--- config.mk ---
export PLATFORM = sky130hd
export DESIGN_NAME = hex_keypad_scanner
export DESIGN_NICKNAME = d
export VERILOG_FILES = /design/src/rtl/hex_keypad_scanner.sv
export SDC_FILE = /design/constraint.sdc
export NUM_CORES = 1
export LEC_CHECK = 0
export ABC_CLOCK_PERIOD_IN_PS = 4550
export CORE_MARGIN = 1.5
export CORE_UTILIZATION = 30
export CTS_CLUSTER_SIZE = 20
export DETAILED_ROUTE_END_ITERATION = 12
export PLACE_DENSITY = 0.45
export SLEW_MARGIN = 20
export SYNTH_ARGS = -nofsm -noshare
export SYNTH_HDL_FRONTEND = slang
export SYNTH_SLANG_ARGS = --single-unit
--- constraint.sdc ---
create_clock -name clk -period 4.55 [get_ports clk]
set_input_delay 0.6825 -clock clk [delete_from_list [all_inputs] [get_ports clk]]
set_output_delay 0.6825 -clock clk [all_outputs]
set_load 0.03 [all_outputs]
--- src/rtl/hex_keypad_scanner.sv ---
// rtl/hex_keypad_scanner.sv - 4x4 hex keypad column scanner with frame-based press/release debounce
module hex_keypad_scanner #(
  parameter int SCAN_DIV = 4,
  parameter int DEBOUNCE = 3
) (
  input  logic       clk,
  input  logic       rst_n,
  output logic [3:0] col_n,
  input  logic [3:0] row_n,
  output logic [3:0] key,
  output logic       key_valid,
  output logic       key_held
);

  localparam int DIV_W = $clog2(SCAN_DIV);
  localparam int CNT_W = $clog2(DEBOUNCE + 1);
  localparam logic [DIV_W-1:0] DIV_LAST = DIV_W'(SCAN_DIV - 1);
  localparam logic [CNT_W-1:0] CNT_LIM  = CNT_W'(DEBOUNCE);
  localparam logic [CNT_W-1:0] CNT_ONE  = CNT_W'(1);

  typedef enum logic [1:0] {S_IDLE, S_DEBOUNCE, S_PRESSED, S_RELEASE} state_t;
  typedef enum logic [1:0] {F_NONE, F_SINGLE, F_MULTI} fclass_t;

  logic [3:0]       row_s1, row_s2;
  logic [DIV_W-1:0] div_cnt;
  logic [1:0]       col_idx;
  logic [1:0]       hit_cnt;
  logic [3:0]       hit_code;
  state_t           state, state_n;
  logic [3:0]       cand, cand_n;
  logic [CNT_W-1:0] cnt, cnt_n;
  logic [3:0]       key_n;
  logic             valid_n, held_n;

  logic             sample, frame_end;
  logic [2:0]       col_hits, sum;
  logic [3:0]       col_code, frame_code;
  fclass_t          cls;

  function automatic logic [3:0] key_map(input logic [1:0] r, input logic [1:0] c);
    case ({r, c})
      4'h0: return 4'h1;  4'h1: return 4'h2;  4'h2: return 4'h3;  4'h3: return 4'hA;
      4'h4: return 4'h4;  4'h5: return 4'h5;  4'h6: return 4'h6;  4'h7: return 4'hB;
      4'h8: return 4'h7;  4'h9: return 4'h8;  4'hA: return 4'h9;  4'hB: return 4'hC;
      4'hC: return 4'hE;  4'hD: return 4'h0;  4'hE: return 4'hF;  default: return 4'hD;
    endcase
  endfunction

  assign sample    = (div_cnt == DIV_LAST);
  assign frame_end = sample && (col_idx == 2'd3);
  assign col_n     = ~(4'b0001 << col_idx);

  // Two-flop synchroniser for the asynchronous row inputs.
  always_ff @(posedge clk or negedge rst_n) begin
    if (!rst_n) begin
      row_s1 <= 4'b1111;
      row_s2 <= 4'b1111;
    end else begin
      row_s1 <= row_n;
      row_s2 <= row_s1;
    end
  end

  // Column timing: hold each column for SCAN_DIV cycles, then advance.
  always_ff @(posedge clk or negedge rst_n) begin
    if (!rst_n) begin
      div_cnt <= '0;
      col_idx <= 2'd0;
    end else if (sample) begin
      div_cnt <= '0;
      col_idx <= col_idx + 2'd1;
    end else begin
      div_cnt <= div_cnt + 1'b1;
    end
  end

  // Contacts in the current column plus the running total for this frame.
  always_comb begin
    col_hits = 3'd0;
    col_code = 4'h0;
    for (int r = 0; r < 4; r++) begin
      if (!row_s2[r]) begin
        col_hits = col_hits + 3'd1;
        col_code = key_map(2'(r), col_idx);
      end
    end
    sum        = {1'b0, hit_cnt} + col_hits;
    frame_code = (hit_cnt != 2'd0) ? hit_code : col_code;
    if (sum == 3'd0)      cls = F_NONE;
    else if (sum == 3'd1) cls = F_SINGLE;
    else                  cls = F_MULTI;
  end

  // Frame accumulator: saturating contact count (0, 1, 2+) and first code seen.
  always_ff @(posedge clk or negedge rst_n) begin
    if (!rst_n) begin
      hit_cnt  <= 2'd0;
      hit_code <= 4'h0;
    end else if (frame_end) begin
      hit_cnt  <= 2'd0;
      hit_code <= 4'h0;
    end else if (sample) begin
      hit_cnt  <= (sum > 3'd1) ? 2'd2 : sum[1:0];
      hit_code <= frame_code;
    end
  end

  // Debounce state and output registers.
  always_ff @(posedge clk or negedge rst_n) begin
    if (!rst_n) begin
      state     <= S_IDLE;
      cand      <= 4'h0;
      cnt       <= '0;
      key       <= 4'h0;
      key_valid <= 1'b0;
      key_held  <= 1'b0;
    end else begin
      state     <= state_n;
      cand      <= cand_n;
      cnt       <= cnt_n;
      key       <= key_n;
      key_valid <= valid_n;
      key_held  <= held_n;
    end
  end

  // Debounce decisions, taken once per frame on its final sample.
  always_comb begin
    state_n = state;
    cand_n  = cand;
    cnt_n   = cnt;
    key_n   = key;
    held_n  = key_held;
    valid_n = 1'b0;
    if (frame_end) begin
      case (state)
        S_IDLE: begin
          if (cls == F_SINGLE) begin
            cand_n = frame_code;
            if (CNT_LIM == CNT_ONE) begin
              key_n   = frame_code;
              valid_n = 1'b1;
              held_n  = 1'b1;
              cnt_n   = '0;
              state_n = S_PRESSED;
            end else begin
              cnt_n   = CNT_ONE;
              state_n = S_DEBOUNCE;
            end
          end
        end
        S_DEBOUNCE: begin
          if (cls == F_SINGLE && frame_code == cand) begin
            cnt_n = cnt + CNT_ONE;
            if (cnt_n == CNT_LIM) begin
              key_n   = cand;
              valid_n = 1'b1;
              held_n  = 1'b1;
              cnt_n   = '0;
              state_n = S_PRESSED;
            end
          end else if (cls == F_SINGLE) begin
            cand_n = frame_code;
            cnt_n  = CNT_ONE;
          end else begin
            cnt_n   = '0;
            state_n = S_IDLE;
          end
        end
        S_PRESSED: begin
          if (cls == F_NONE) begin
            if (CNT_LIM == CNT_ONE) begin
              held_n  = 1'b0;
              cnt_n   = '0;
              state_n = S_IDLE;
            end else begin
              cnt_n   = CNT_ONE;
              state_n = S_RELEASE;
            end
          end
        end
        S_RELEASE: begin
          if (cls == F_NONE) begin
            cnt_n = cnt + CNT_ONE;
            if (cnt_n == CNT_LIM) begin
              held_n  = 1'b0;
              cnt_n   = '0;
              state_n = S_IDLE;
            end
          end else begin
            cnt_n   = '0;
            state_n = S_PRESSED;
          end
        end
        default: state_n = S_IDLE;
      endcase
    end
  end

endmodule

==> Word level (Yosys, flattened, before mapping) <==
Cells that the tools add are included.
{ "totals": {"output_inout_bits": 10, "wordCells": 105, "input_bits": 6, "ff_bits": 32} }
{ "op_classes": {"eq_ne": 21, "muxes": 47, "n_reduce_logical": 15, "shift": 1, "n_lt_le_gt_ge": 1, "bitwise_logic": 1, "add_sub_neg": 7} }
{ "op_table": {"columns": ["operator", "count"], "rows": [
  ["$pmux W4 S4", 3],
  ["$mux W4", 9],
  ["$mux W2", 17],
  ["$pmux W2 S4", 2],
  ["$ne A2 B2 Y1 const B", 7],
  ["$eq A2 B2 Y1 const B", 6],
  ["$pmux W4 S3", 1],
  ["$reduce_and A6 Y1", 2],
  ["$mux W1", 10],
  ["$add A3 B1 Y3 const B", 3],
  ["$mux W3", 3],
  ["$ne A3 B3 Y1 const B", 3],
  ["$pmux W4 S2", 1],
  ["$reduce_bool A2 Y1", 4],
  ["$add A2 B1 Y2 const B", 3],
  ["$eq A2 B1 Y1 const B", 3],
  ["$logic_not A2 Y1", 3],
  ["$reduce_and A3 Y1", 2],
  ["$eq A4 B4 Y1", 1],
  ["$not A4 Y4", 1],
  ["$reduce_and A4 Y1", 1],
  ["$shl A1 B2 Y4 const A", 1],
  ["$add A2 B3 Y3", 1],
  ["$eq A3 B1 Y1 const B", 1],
  ["other kinds (4)", 5]
]} }

==> Logic depth before layout (Yosys ltp) <==
{ "depth": {"word_depth": 16, "mapped_depth": 14, "depth_no_buf": 13} }

==> Least setup slack after synthesis <==
OpenSTA, ideal clock, no wires.
{ "synth_timing": {"kind": "register -> register", "startpoint": "register row_s2[1]", "endpoint": "register cand[0]", "synth_period_minus_slack_ns": 3.623, "setup_slack_ns": 0.927, "n_path_buf": 1, "arrival_ns": 3.544, "stages_incl_launch_ff": 14, "setup_time_ns": 0.080, "required_time_ns": 4.470, "cell_sequence": "dfstp_2 inv_1 ha_1 xnor2_1 ha_1 mux2_2 fa_1 xnor3_1 nor2b_1 buf_2 nand3_1 nor2_1 a21boi_1 mux2i_1"} }
{ "synth_between": {"elab_chain_cells": 13, "word_cells_on_any_way": 22, "classes_between": "3 x add/sub; 4 x eq/ne; 12 x mux; 3 x reduce/logical"} }
{ "synth_lines": {"columns": ["item", "line", "source"], "rows": [
  ["start, declared", "24", "logic [3:0] row_s1, row_s2;"],
  ["start signal, assigned", "60", "row_s2 <= row_s1;"],
  ["$mux W3", "82", "if (!row_s2[r]) begin"],
  ["$add A3 B1 Y3", "83", "col_hits = col_hits + 3'd1;"],
  ["$mux W3", "82", null],
  ["$add A3 B1 Y3", "83", null],
  ["$mux W3", "82", null],
  ["$add A2 B3 Y3", "87", "sum = {1'b0, hit_cnt} + col_hits;"],
  ["$eq A3 B1 Y1", "90", "else if (sum == 3'd1) cls = F_SINGLE;"],
  ["$mux W2", "90", null],
  ["$mux W2", "89", "if (sum == 3'd0) cls = F_NONE;"],
  ["$eq A2 B1 Y1", "138, 153, 162", null],
  ["$mux W4 or $logic_and A1 B1 Y1 (tied branches)", "138, 162, 153", null],
  ["$mux W4 or $ne A2 B2 Y1 (tied branches)", null, null],
  ["$pmux W4 S2 or $reduce_and A3 Y1 (tied branches)", null, null],
  ["end signal, assigned", "119", "cand <= cand_n;"],
  ["end, declared", "30", "logic [3:0] cand, cand_n;"]
]} }
Several ways; a longest one is shown, not always the timed one. The select of a mux whose other input is x is not followed.
A chain may end at the register's enable or synchronous reset.

==> Worst setup path in the final report <==
{ "layout_timing": {"startpoint": "register row_s2[1]", "endpoint": "register cand[1]"} }
Same word-level chain as after synthesis.

==> metrics list <==
* Count of nets after finishing: 215
- Once routing completed, OpenROAD measured the worst setup slack at 0.613 ns.
- Cells after Synth: 180
* Synth Area in Simple Gates: 12.5%
- Summing internal, switching and leakage power gives 0.741 mW.
- Pwr per Cell Area: 344 nW/um^2
- The number of global-route vias before repair is 1,406.
- Compound-cell area share of the yosys netlist: 17.1%
- Initial core utilization: 31.0%
- Post-CTS Hold Fix Bufs: 0
- Max-capacitance violation count: 0
- Placed cell areas: 2060 sq um
* Proportion of netlist area held by the largest area contributor: 32.7%
* Critical Path Most Common Cell: ha_1
* Buf/Inv on CP: 2
- Of the total synthesized cell area, the portion taken by full adders, half adders and majority gates is 8.59%.
- Fin crit share: 86.5%
- Overall routed net length: 3980 um
- CTS Sinks: 32
- Number of unique standard cell types used by synthesis: 50
- After filler insertion, the fill cell instance count of the layout stands at 602.
- RSZ-0062 raised after global routing: no
- The analysis attributes to cell leakage a power of 0.933 nW.
- Syn Std Cell Area: 1830 sq um
- Counting instances in the post-synthesis netlist gives the leading cell types as 24 x dfrtp_1, 20 x inv_1, 13 x nor2_1.
- The detailed router finished its first iteration with 86 violations.
- Multiplexer share of the synthesized area: 5.87%
* TritonCTS Buffers: 5
- Area enclosed by the die boundary: 6590 sq um
* Arrival time worst endpoint: 4.14 ns
* Ys async rst share: 100%
* Cell family with most CP delay: adder cells
- After clock tree synthesis, the clock-pin slew on the worst setup and hold paths is 0.07 ns.
- Row Count: 28
* Cell types occupying the most area after synthesis: dfrtp_1 33%, dfstp_2 11%, ha_1 7.5%
* Setup Viol. Count Final: 0
- Measured along the x axis, the die boundary spans 81.2 um.
- Dividing the detail-routed via count by the number of cells gives 5.11.
* Critical path's largest stage delay: 0.58 ns
- The core region is 5920 sq um.
* Skew-Pair Late Insertion Delay: 0.29 ns
* Final worst path period need: 3.94 ns
- The synthesized design spends more area on one cell type than any other, namely dfrtp_1.
- Number of input and output port buffers inserted: 15
- Slew at the pin with the worst max-slew slack: 0.562 ns
- Grt total ovfl: 0
* Post-CTS Resized: 0
* Cell with the most instances after synthesis: dfrtp_1
- In the final timing run, aggregate negative setup slack is 0 ns.
* Slew Viols, Final: 0
- Worst hold path type: flop to flop
- STA classifies the critical path startpoint as a flop.
- GRT Overall Usage: 14.1%
- Final standard cell area without fillers: 2160 sq um
* Critical path fanouts, max: 8
- The longest clock path from root to sink contains 2 buffers.
- On the final layout, the worst clock skew is 0.00318 ns.
* Setup slack, reg-to-reg: 0.61 ns
- The synthesized netlist devotes 5.53% of its cell area to XOR and XNOR gates.
- The detailed router placed 1,396 vias in this run.
- TritonCTS built the clock tree.
- Antenna violations before repair: 0
- The first global-routing pass estimated 6940 um of wire.
- IR drop worst, VDD: 0.104 mV
* Fmax: 0.254 GHz
- Synthesis produced a netlist with a net count of 198.
- For this run, design rule violations remaining after detail routing come to 0.
* Average detailed-routed wire length per instance: 14.6 um
- The worst setup path is captured at a flop.
* Synth Flop Type: dfrtp_1
- Die H: 81.2 um
- HPWL after DPL: 2870 um
* Seq/Total Area, Yosys: 44.2%
- The H-tree was split into 2 levels.
- Length of the first detailed-routing pass in iterations: 4
- The number of endpoints with negative hold slack in the final report was 0.
- Pin count of the biggest net entering global routing: 33
- The worst setup path is of the flop to flop kind.
* Post-Place Worst Slack: 0.598 ns
* Fin util: 36.4%
- Series of cell instances along the critical path: inv_1 -> ha_1 -> xnor2_1 -> ha_1 -> mux2_2 -> fa_1 -> xnor3_1 -> nor2b_1 -> buf_4 -> nand3_1 -> nor2_1 -> a21boi_1 -> mux2i_1
* Synthesis-stage register bit count: 32
- In this run the mean area of a mapped cell was 10.2 sq um.
* Max stage delay cell, worst path: dfstp_2
- Counting flops with a built-in enable in the synthesized netlist gives 0.
- Post-CTS Setup Bufs: 0
* Fraction of layout cells with a size suffix above 1: 14.6%
- Count of antenna-violating nets left after detailed routing: 0
- CTS Root Cell: clkbuf_8
- Measured against its own limit, the worst slew margin works out to 62.5%.
- I/O pin cnt: 16
* Result of the run: finished clean
* Main combinational cell family by area after synthesis: compound AO/OA/AOI/OAI gates
- Final RePlAce weighted congestion: 0.906
- Area overhead of the layout relative to synthesis: 17.5%
* Count of warnings emitted by yosys: 0
- The repair_antennas step left the layout with diodes totalling 0.
- At the worst endpoint, the required time is 4.76 ns.
## where the power goes
group	total, mW	switching (mW)	leakage (nW)	internal (mW)
logic	0.141	0.0737	0.481	0.0669
registers	0.360	0.0461	0.408	0.314
clock network	0.240	0.118	0.0434	0.122
total	0.741	0.238	0.933	0.503
## cells in the final DEF, fill, tap and decap left out, drive strengths merged, types with 2 or more instances in the layout
master	count
nor3	2
or2	3
nor2	13
o22ai	6
inv	21
mux2i	4
o32a	2
xor2	3
clkinvlp	2
clkbuf	6
clkdlybuf4s50	15
a211oi	2
nand3b	3
o21ai	8
a21oi	9
dfrtp	24
nor2b	2
buf	2
xnor2	6
ha	11
a31oi	4
nand3	5
nand2	9
mux2	6
dfstp	8
## kinds of logic (layout without fill, tap and decap cells)
family	Yosys count	after routing
AOI/OAI and AO/OA	44	44
xor gates and xnor gates	10	10
adders and majority gates	12	12
buffers and inverters	28	46
DFF	32	32
muxes	10	10
and+or+nand+nor	44	44
## metal layers
metal	track usage [%]	vias to the layer above	routed length [um]
met3	4.27	8	167
met1	16.9	696	1750
met4	7.07	0	70
li1	-	662	-
met5	0	-	0
met2	22.9	30	1990
## path summary, 6_finish.rpt
kind,start,to,cells past startpoint
min in group asynchronous,rst_n,col_idx[1],2
max,row_s2[1],cand[1],13
min reg2reg,row_s1[0],row_s2[0],0
max reg2reg,row_s2[1],cand[1],13
max in group asynchronous,rst_n,row_s1[0],2
min,row_s1[0],row_s2[0],0
## state kept, by name (all words and copies together), names as in the netlist
register	count
key_held	1
state	2
cnt	2
hit_code	4
div_cnt	2
key	4
key_valid	1
hit_cnt	2
row_s1	4
cand	4
col_idx	2
row_s2	4
## final cells by class
| class | count | area [sq um] | share of cell area (%) |
|---|---|---|---|
| Tap cell | 75 | 93.8 | 4.35 |
| Multi-Input combinational cell | 120 | 910 | 42.2 |
| Clock buffer | 6 | 82.6 | 3.83 |
| Sequential cell | 32 | 811 | 37.6 |
| Timing Repair Buffer | 17 | 165 | 7.66 |
| Inverter | 21 | 78.8 | 3.66 |
| Clock inverter | 2 | 15.0 | 0.696 |
## per-stage QoR
stage / cells / hold WS (ns)
final: 273 / 0.357
after global routing: 273 / 0.362
after CTS: 273 / 0.359
after global placement: 265 / 0.346
after detailed placement: 265 / 0.347
after floorplan: 180 / 0.345
Note: power is estimated with default switching activity, not from simulation.
